### config.mk
export PLATFORM = sky130hd
export DESIGN_NAME = t08_wb_arbiter
export DESIGN_NICKNAME = d
export VERILOG_FILES = /design/src/rtl/t08_pkg.sv /design/src/rtl/t08_rr_picker.sv /design/src/rtl/t08_wb_arbiter.sv
export SDC_FILE = /design/constraint.sdc
export NUM_CORES = 1
export LEC_CHECK = 0
export CORE_AREA = 2 2 140 142
export CTS_BUF_LIST = sky130_fd_sc_hd__clkbuf_2 sky130_fd_sc_hd__clkbuf_4 sky130_fd_sc_hd__clkbuf_8
export DETAILED_ROUTE_END_ITERATION = 8
export DIE_AREA = 0 0 142 144
export PLACE_DENSITY = 0.74
export SLEW_MARGIN = 5
export SYNTH_ARGS = -nofsm -noshare
export SYNTH_HDL_FRONTEND = slang
export SYNTH_SLANG_ARGS = --single-unit
### constraint.sdc
create_clock -name clk -period 2.75 [get_ports clk]
set_clock_uncertainty 0.15 [all_clocks]
set_input_delay 0.6875 -clock clk [delete_from_list [all_inputs] [get_ports clk]]
set_output_delay 0.6875 -clock clk [all_outputs]
set_load 0.01 [all_outputs]
### src/rtl/t08_pkg.sv
// Shared definitions for the team-08 Wishbone arbiter.
//   arb_state_t : arbiter FSM state encoding
//   WB_DW       : Wishbone data/address width
//   REQ_*       : fixed requester slot assignment
package t08_pkg;

    typedef enum logic [1:0] {
        IDLE = 2'd0,
        BUS  = 2'd1,
        DONE = 2'd2
    } arb_state_t;

    localparam int WB_DW = 32;

    localparam int REQ_IFETCH = 0;
    localparam int REQ_DATA   = 1;
    localparam int REQ_DISP   = 2;

endpackage

### src/rtl/t08_rr_picker.sv
// Combinational round-robin picker.
//   req_i   : request vector
//   ptr_i   : index holding highest priority this round
//   gnt_o   : one-hot winner (zero when nothing requests)
//   idx_o   : binary index of the winner
//   valid_o : a winner exists
module t08_rr_picker
    import t08_pkg::*;
#(
    parameter int N_REQ = 3,
    parameter int PTR_W = 2
) (
    input  logic [N_REQ-1:0] req_i,
    input  logic [PTR_W-1:0] ptr_i,
    output logic [N_REQ-1:0] gnt_o,
    output logic [PTR_W-1:0] idx_o,
    output logic             valid_o
);

    // Two passes: first the slots at or above the pointer, then wrap around
    // to the slots below it. The first hit in scan order wins.
    always_comb begin
        gnt_o   = '0;
        idx_o   = '0;
        valid_o = 1'b0;
        for (int k = 0; k < N_REQ; k++) begin
            if (!valid_o && req_i[k] && (k >= int'(ptr_i))) begin
                gnt_o[k] = 1'b1;
                idx_o    = PTR_W'(k);
                valid_o  = 1'b1;
            end
        end
        for (int k = 0; k < N_REQ; k++) begin
            if (!valid_o && req_i[k]) begin
                gnt_o[k] = 1'b1;
                idx_o    = PTR_W'(k);
                valid_o  = 1'b1;
            end
        end
    end

endmodule

### src/rtl/t08_wb_arbiter.sv
// Round-robin arbiter sharing one Wishbone classic master port between
// N_REQ requesters, with a bounded ack timeout.
//   clk, nRst          : clock, synchronous active-low reset
//   req_*_i            : per-requester request level and access fields
//   done_o / err_o     : one-cycle completion / timeout pulse per requester
//   rdat_o             : read data, valid while a done_o bit is high
//   gnt_o              : one-hot grant for the whole bus cycle
//   wb_*               : Wishbone classic single-beat master port
//
// state | meaning
// IDLE  | waiting for a request; arbitrates and latches the winner's fields
// BUS   | Wishbone cycle open, waiting for ack or timeout
// DONE  | done/err pulse visible for one cycle, grant released
module t08_wb_arbiter
    import t08_pkg::*;
#(
    parameter int N_REQ   = 3,
    parameter int TIMEOUT = 255,
    parameter int CNT_W   = 8
) (
    input  logic                   clk,
    input  logic                   nRst,
    input  logic [N_REQ-1:0]       req_i,
    input  logic [N_REQ-1:0]       req_we_i,
    input  logic [4*N_REQ-1:0]     req_sel_i,
    input  logic [WB_DW*N_REQ-1:0] req_adr_i,
    input  logic [WB_DW*N_REQ-1:0] req_dat_i,
    output logic [N_REQ-1:0]       done_o,
    output logic [N_REQ-1:0]       err_o,
    output logic [WB_DW-1:0]       rdat_o,
    output logic [N_REQ-1:0]       gnt_o,
    input  logic [WB_DW-1:0]       wb_dat_i,
    input  logic                   wb_ack_i,
    output logic [WB_DW-1:0]       wb_adr_o,
    output logic [WB_DW-1:0]       wb_dat_o,
    output logic [3:0]             wb_sel_o,
    output logic                   wb_we_o,
    output logic                   wb_stb_o,
    output logic                   wb_cyc_o
);

    localparam int PTR_W = (N_REQ > 1) ? $clog2(N_REQ) : 1;

    arb_state_t       state_q;
    logic [PTR_W-1:0] ptr_q, ptr_d, win_q;
    logic [CNT_W-1:0] cnt_q, cnt_d;
    logic [N_REQ-1:0] gnt_q, done_q, err_q;
    logic [WB_DW-1:0] rdat_q, adr_q, dat_q;
    logic [3:0]       sel_q;
    logic             we_q, cyc_q, stb_q;

    logic [N_REQ-1:0] pick_gnt;
    logic [PTR_W-1:0] pick_idx;
    logic             pick_valid;
    logic [WB_DW-1:0] adr_mux, dat_mux;
    logic [3:0]       sel_mux;
    logic             we_mux;
    logic             timeout_hit;

    t08_rr_picker #(
        .N_REQ (N_REQ),
        .PTR_W (PTR_W)
    ) u_picker (
        .req_i   (req_i),
        .ptr_i   (ptr_q),
        .gnt_o   (pick_gnt),
        .idx_o   (pick_idx),
        .valid_o (pick_valid)
    );

    always_comb begin
        adr_mux = '0;
        dat_mux = '0;
        sel_mux = '0;
        we_mux  = 1'b0;
        for (int k = 0; k < N_REQ; k++) begin
            if (pick_gnt[k]) begin
                adr_mux = req_adr_i[WB_DW*k +: WB_DW];
                dat_mux = req_dat_i[WB_DW*k +: WB_DW];
                sel_mux = req_sel_i[4*k +: 4];
                we_mux  = req_we_i[k];
            end
        end
    end

    assign ptr_d = (win_q == PTR_W'(N_REQ - 1)) ? '0 : win_q + PTR_W'(1);
    assign cnt_d = cnt_q + CNT_W'(1);
    // cnt_q counts completed BUS cycles, so the cycle in which cnt_d reaches
    // TIMEOUT is the last one the slave gets; ack in that cycle still wins.
    assign timeout_hit = (TIMEOUT != 0) && (cnt_d == CNT_W'(TIMEOUT));

    always_ff @(posedge clk) begin
        if (!nRst) begin
            state_q <= IDLE;
            ptr_q   <= PTR_W'(REQ_IFETCH);
            win_q   <= '0;
            cnt_q   <= '0;
            gnt_q   <= '0;
            done_q  <= '0;
            err_q   <= '0;
            rdat_q  <= '0;
            adr_q   <= '0;
            dat_q   <= '0;
            sel_q   <= '0;
            we_q    <= 1'b0;
            cyc_q   <= 1'b0;
            stb_q   <= 1'b0;
        end else begin
            case (state_q)
                IDLE: begin
                    if (pick_valid) begin
                        adr_q   <= adr_mux;
                        dat_q   <= dat_mux;
                        sel_q   <= sel_mux;
                        we_q    <= we_mux;
                        gnt_q   <= pick_gnt;
                        win_q   <= pick_idx;
                        cyc_q   <= 1'b1;
                        stb_q   <= 1'b1;
                        cnt_q   <= '0;
                        state_q <= BUS;
                    end
                end
                BUS: begin
                    cnt_q <= cnt_d;
                    if (wb_ack_i) begin
                        rdat_q  <= wb_dat_i;
                        cyc_q   <= 1'b0;
                        stb_q   <= 1'b0;
                        done_q  <= gnt_q;
                        ptr_q   <= ptr_d;
                        state_q <= DONE;
                    end else if (timeout_hit) begin
                        cyc_q   <= 1'b0;
                        stb_q   <= 1'b0;
                        err_q   <= gnt_q;
                        ptr_q   <= ptr_d;
                        state_q <= DONE;
                    end
                end
                DONE: begin
                    done_q  <= '0;
                    err_q   <= '0;
                    gnt_q   <= '0;
                    state_q <= IDLE;
                end
                default: state_q <= IDLE;
            endcase
        end
    end

    assign done_o   = done_q;
    assign err_o    = err_q;
    assign rdat_o   = rdat_q;
    assign gnt_o    = gnt_q;
    assign wb_adr_o = adr_q;
    assign wb_dat_o = dat_q;
    assign wb_sel_o = sel_q;
    assign wb_we_o  = we_q;
    assign wb_stb_o = stb_q;
    assign wb_cyc_o = cyc_q;

endmodule

# Word-level counts from Yosys, hierarchy flattened
# Index checks and enable logic that the tools add are counted.
# Widths: inputs -> output; s select.
[op_classes]
addsub = 2
magnitude_cmp = 3
n_eq_ne = 9
mux = 48
n_reduce_logical = 27
[ops]
columns = ["operator", "count"]
rows = [
  ["$mux 32", 6],
  ["$mux 2", 10],
  ["$mux 1", 18],
  ["$pmux 3 s2", 3],
  ["$pmux 8 s2", 1],
  ["$reduce_and 2->1", 7],
  ["$mux 3", 4],
  ["$mux 4", 3],
  ["$add 8x1->8 const B", 1],
  ["$eq 8x8->1 const B", 1],
  ["$logic_and 1x1->1", 8],
  ["$mux 8", 1],
  ["$ne 2x2->1 const B", 4],
  ["$reduce_bool 2->1", 4],
  ["$reduce_and 3->1", 2],
  ["$logic_not 1->1", 5],
  ["$eq 2x2->1 const B", 2],
  ["$ge 1x2->1 const A", 2],
  ["$pmux 2 s2", 1],
  ["$ne 3x3->1 const B", 1],
  ["$add 2x1->2 const B", 1],
  ["$eq 2x1->1 const B", 1],
  ["$ge 2x2->1 const A", 1],
  ["$logic_not 2->1", 1],
  ["$pmux 1 s2", 1],
]
[totals]
register_bits = 125
in_bits = 245
out_inout_bits = 112
elab_cells = 102

# Depth between registers and ports, before layout
[depth]
word_depth = 22
depth_mapped = 9
depth_no_buf = 7

# Hierarchy
# A second synthesis with hierarchy kept.
[hier_totals]
cells_unflattened = 860
area_unflattened_um2 = 6377.4
[by_module_without_submodules]
columns = ["module", "n_inst", "cells_each", "area_each_um2", "seq_area_each_um2"]
rows = [
  ["t08_wb_arbiter", 1, 846, 6277.3, 2502.4],
  ["t08_rr_picker", 1, 14, 100.1, 0.0],
]

# Least setup slack after synthesis
# OpenSTA, ideal clock, no wires.
[synth_timing]
kind = "input -> register"
from = "in req_i[2]"
to = "reg cnt_q[6]"
setup_ns = 0.128
arrival_ns = 1.966
t_required_ns = 2.472
path_slack_ns = 0.506
cell_stages = 6
n_path_buf = 1
path_cell_list = "or4b_2 nand2_1 buf_2 o21ai_0 a21oi_1 nor2_1"
[synth_between]
elab_chain_len = 14
[synth_lines]
columns = ["item", "line_no", "text"]
rows = [
  ["from (decl)", "t08_wb_arbiter.sv:23", "input logic [N_REQ-1:0] req_i,"],
  ["$logic_and 1x1->1 (2 in a row)", "t08_rr_picker.sv:27", "if (!valid_o && req_i[k] && (k >= int'(ptr_i))) begin"],
  ["$mux 1", "t08_rr_picker.sv:27", ""],
  ["$logic_not 1->1", "t08_rr_picker.sv:34", "if (!valid_o && req_i[k]) begin"],
  ["$logic_and 1x1->1", "t08_rr_picker.sv:34", ""],
  ["$mux 1", "t08_rr_picker.sv:34", ""],
  ["$logic_not 1->1", "t08_rr_picker.sv:34", ""],
  ["$logic_and 1x1->1", "t08_rr_picker.sv:34", ""],
  ["$mux 1", "t08_rr_picker.sv:34", ""],
  ["$logic_not 1->1", "t08_rr_picker.sv:34", ""],
  ["$logic_and 1x1->1", "t08_rr_picker.sv:34", ""],
  ["$mux 1 *", "t08_rr_picker.sv:34", ""],
  ["$ne 2x2->1 (no source line) *", "n/a", ""],
  ["$reduce_and 2->1 (no source line) *", "n/a", ""],
  ["to (signal assigned)", "t08_wb_arbiter.sv:125", "cnt_q <= cnt_d;"],
  ["to (decl)", "t08_wb_arbiter.sv:46", "logic [CNT_W-1:0] cnt_q, cnt_d;"],
]
# Mark *: on every way between the ends. The rest lies on a longest branch, timed or not.
# A chain may end at the register's enable or synchronous reset.

# Worst setup path in the final report
[layout_timing]
from = "reg cnt_q[2]"
to = "reg err_q[0], in the netlist err_o[0]"
[layout_between]
elab_chain_len = 4
[layout_lines]
columns = ["item", "line_no", "text"]
rows = [
  ["$add 8x1->8", "t08_wb_arbiter.sv:87", "assign cnt_d = cnt_q + CNT_W'(1);"],
  ["$eq 8x8->1", "t08_wb_arbiter.sv:90", "assign timeout_hit = (TIMEOUT != 0) && (cnt_d == CNT_W'(TIMEOUT));"],
  ["$ne 2x2->1 (no source line)", "n/a", ""],
  ["$reduce_and 3->1 (no source line)", "n/a", ""],
  ["to (signal assigned)", "t08_wb_arbiter.sv:136", "err_q <= gnt_q;"],
  ["to (decl)", "t08_wb_arbiter.sv:47", "logic [N_REQ-1:0] gnt_q, done_q, err_q;"],
]
# Every way passes these cells.

==> impl_metrics.yaml <==
timing:
  setup_viol: 0
  period_minus_slack_ns: 2.452
  worst_slack_ns: 0.2976
  maxSlewHeadroom_pct: 65.44
  grt_setup_unrepaired: "no"
  tightest_slew_ns: 0.5130
  maxSlewViolCount: 0
  fmax_mhz: 407.8
  tns_ns: 0
  final.period_utilization_pct: 89.18
  hold_viol_final: 0
  whs_ns: 0.3024
power_and_ir_drop:
  power_mw: 5.752
  switching_share_pct: 28.74
  pwr-share-seq_pct: 37.0
  p_int_mw: 4.099
  power_density_nw_per_um2: 581.2
  combPwrFrac_pct: 28.8
  pwr-share-clk_pct: 34.2
  switchingPower_mw: 1.653
  vdd_drop_max_mv: 0.2996
  leakagePower_nw: 3.532
critical_path:
  cp_max_fo: 11
  cpPeakStageDelay_ns: 0.54
  critical_path_class: "reg2reg"
  cpMaxStageDelayCell: "dfxtp_1"
  r2r_end: "err_o[0]"
  cp-start-kind: "flop"
  r2r_setup_slack_ns: 0.30
  crit_required_ns: 2.91
  path_buf_inv: 0
  cp_top_family: "simple AND/OR/NAND/NOR gates"
  r2r-start: "cnt_q[2]"
  arrival_ns: 2.61
  crit_chain: "nand2_2 > or3_4 > a221oi_4 > and2_0 > o221ai_1"
  cp-end-kind: "flop"
  reg2reg_depth: 5
drt:
  wl_per_cell_microns: 17.07
  wl_met1_microns: 8366
  route.vias.total: 6425
  first_pass_iters: 7
  ant_nets: 0
  drcViolationCount: 0
  vias_per_cell: 5.161
  top_layer: "met5"
  drtIter0Drc: 573
  wl_microns: 21250
  wl_met3_microns: 1795
  dr_wl_met2_microns: 10670
global_routing:
  grt_pass1_vias: 5933
  grt_usage_pct: 20.02
  grt_max_degree: 48
  antenna_found_initial: 1
  grt_pass1_wl_microns: 32020
  overflow: 0
final_layout:
  n_antenna_cell: 0
  drive_above_1_share_pct: 7.249
  stdcell_area_sq_um: 9897
  nets: 1245
  areaGrowthSynthToFinish_pct: 81.26
synth:
  synth_edf_count: 0
  ys_ff_latch: 125
  synthTopCellsByArea: "dfxtp_1, a222oi_1, nand2_1"
  synthCells: 651
  synth_cell_types: 51
  synth_top_area_cell: "dfxtp_1"
  postSynthAreaPerCell_sq_um: 8.387
  yosys_warnings: 0
  ys_seq_area_share_pct: 45.83
  netlist_area_sq_um: 5460
  yosysMostFrequentCell: "nand2_1"
  ys.flop_type: "dfxtp_1"
  synth_top_cells_by_count: "nand2_1, dfxtp_1, o21ai_0"
  syn_nets: 902
  yosysTopAreaCellShare_pct: 45.83
  synthArstFlopShare_pct: 0
placement:
  place_ws_ns: -0.07980
  port_buffers: 356
  place_area_sq_um: 9417
  dp_hpwl_microns: 15790
  place_congestion: 0.8648
floorplanning:
  core-area_sq_um: 19080
  ios: 357
  die_x_microns: 142
  start_util_pct: 28.62
  die_h_microns: 144
  dieArea_sq_um: 20450
  rows: 51
clocking:
  hold_buffers: 0
  cts-buffers-inserted: 17
  cts_tree: "built"
  post_cts_buffers: 0
  root_buffer: "clkbuf_8"
  path_clk_slew_ns: 0.08
  clock_latency_ns: 0.44
  cts_sinks: 125
  cts_buffer_depth: 2
  htree_levels: 4
  cts_resized: 0
min_path:
  min_path_type: "reg2reg"
  worstHoldStart: "wb_adr_o[20]"
  min_to: "wb_adr_o[20]"
  whs_path_depth: 2
outcome:
  status: "finished, final reports clean"
flow_run:
  max-cap-violations: 0
tightest hold or removal path, cell delays in order, from the launching register on:
cell and delay (ns):
dfxtp_1 0.32, nand2_1 0.04, o21ai_0 0.05
area by class of cell:
class | instances | area, sq um
fill | 1794 | 9183
timing repair buffer | 384 | 3899
multi-input combinational | 457 | 2684
sequential | 125 | 2502
tap | 238 | 297.8
clock buffer | 20 | 275.3
clock inverter | 12 | 205.2
inverter | 9 | 33.78
through the flow:
| stage | std cells | util (%) |
|---|---|---|
| final | 1245 | 51.87 |
| after CTS | 1245 | 51.87 |
| after detailed placement | 1213 | 49.35 |
| after global routing | 1245 | 51.87 |
| after floorplan | 651 | - |
| after global placement | 1213 | 49.35 |
metal layers:
| layer | track usage [%] | up-vias |
|---|---|---|
| met5 | 0 | - |
| met4 | 5.737 | 2 |
| met3 | 6.921 | 29 |
| met2 | 33.38 | 285 |
| met1 | 24.56 | 3002 |
| li1 | - | 3107 |
cell usage in the layout (no fill, tap or decap), types with 10 or more instances in the layout:
cell               n
clkbuf_8          20
nor2_1            20
clkdlybuf4s50_1  356
buf_4             18
a222oi_1          69
nand2_1          155
dfxtp_1          125
nand3_1           10
a21oi_1           34
a21boi_0          13
o21ai_0           82
buf_12            10
power by group through the flow:
stage | logic (mW) | clock network, mW | registers [mW]
CTS | 1.67 | 2.02 | 2.13
global placement | 1.66 | 0 | 2.16
global route | 1.80 | 2.10 | 2.16
detailed placement | 1.67 | 0 | 2.17
finish | 1.66 | 1.97 | 2.13
floorplan | 0.561 | 0 | 2.25
worst max path at each step:
| stage | from | end | slack [ns] | cells after the start |
|---|---|---|---|---|
| finish | cnt_q[2] | err_o[0] | 0.30 | 5 |
| floorplan | req_i[2] | cnt_q[6] | 0.51 | 6 |
| global placement | req_i[2] | wb_dat_o[7] | -0.0002 | 7 |
| CTS | cnt_q[2] | err_o[0] | 0.32 | 5 |
| detailed placement | req_i[2] | wb_dat_o[7] | -0.08 | 7 |
| global route | cnt_q[2] | err_o[0] | 0.14 | 5 |
cell families after synthesis:
logic type               share of synthesized area (%)
AO/OA/AOI/OAI                                    29.65
XOR/XNOR                                        0.1604
adder cells (fa/ha/maj)                          1.375
buffers and inverters                            5.133
flip-flops                                       45.83
AND/OR/NAND/NOR                                  17.85
state kept, by name, indices dropped and copies added, names as in the netlist:
name	flops
rdat_o	32
wb_adr_o	32
wb_dat_o	32
cnt_q	8
wb_sel_o	4
done_o	3
err_o	3
gnt_o	3
ptr_q	2
state_q	2
win_q	2
wb_stb_o	1
wb_we_o	1
(Power assumes the default switching activity.)
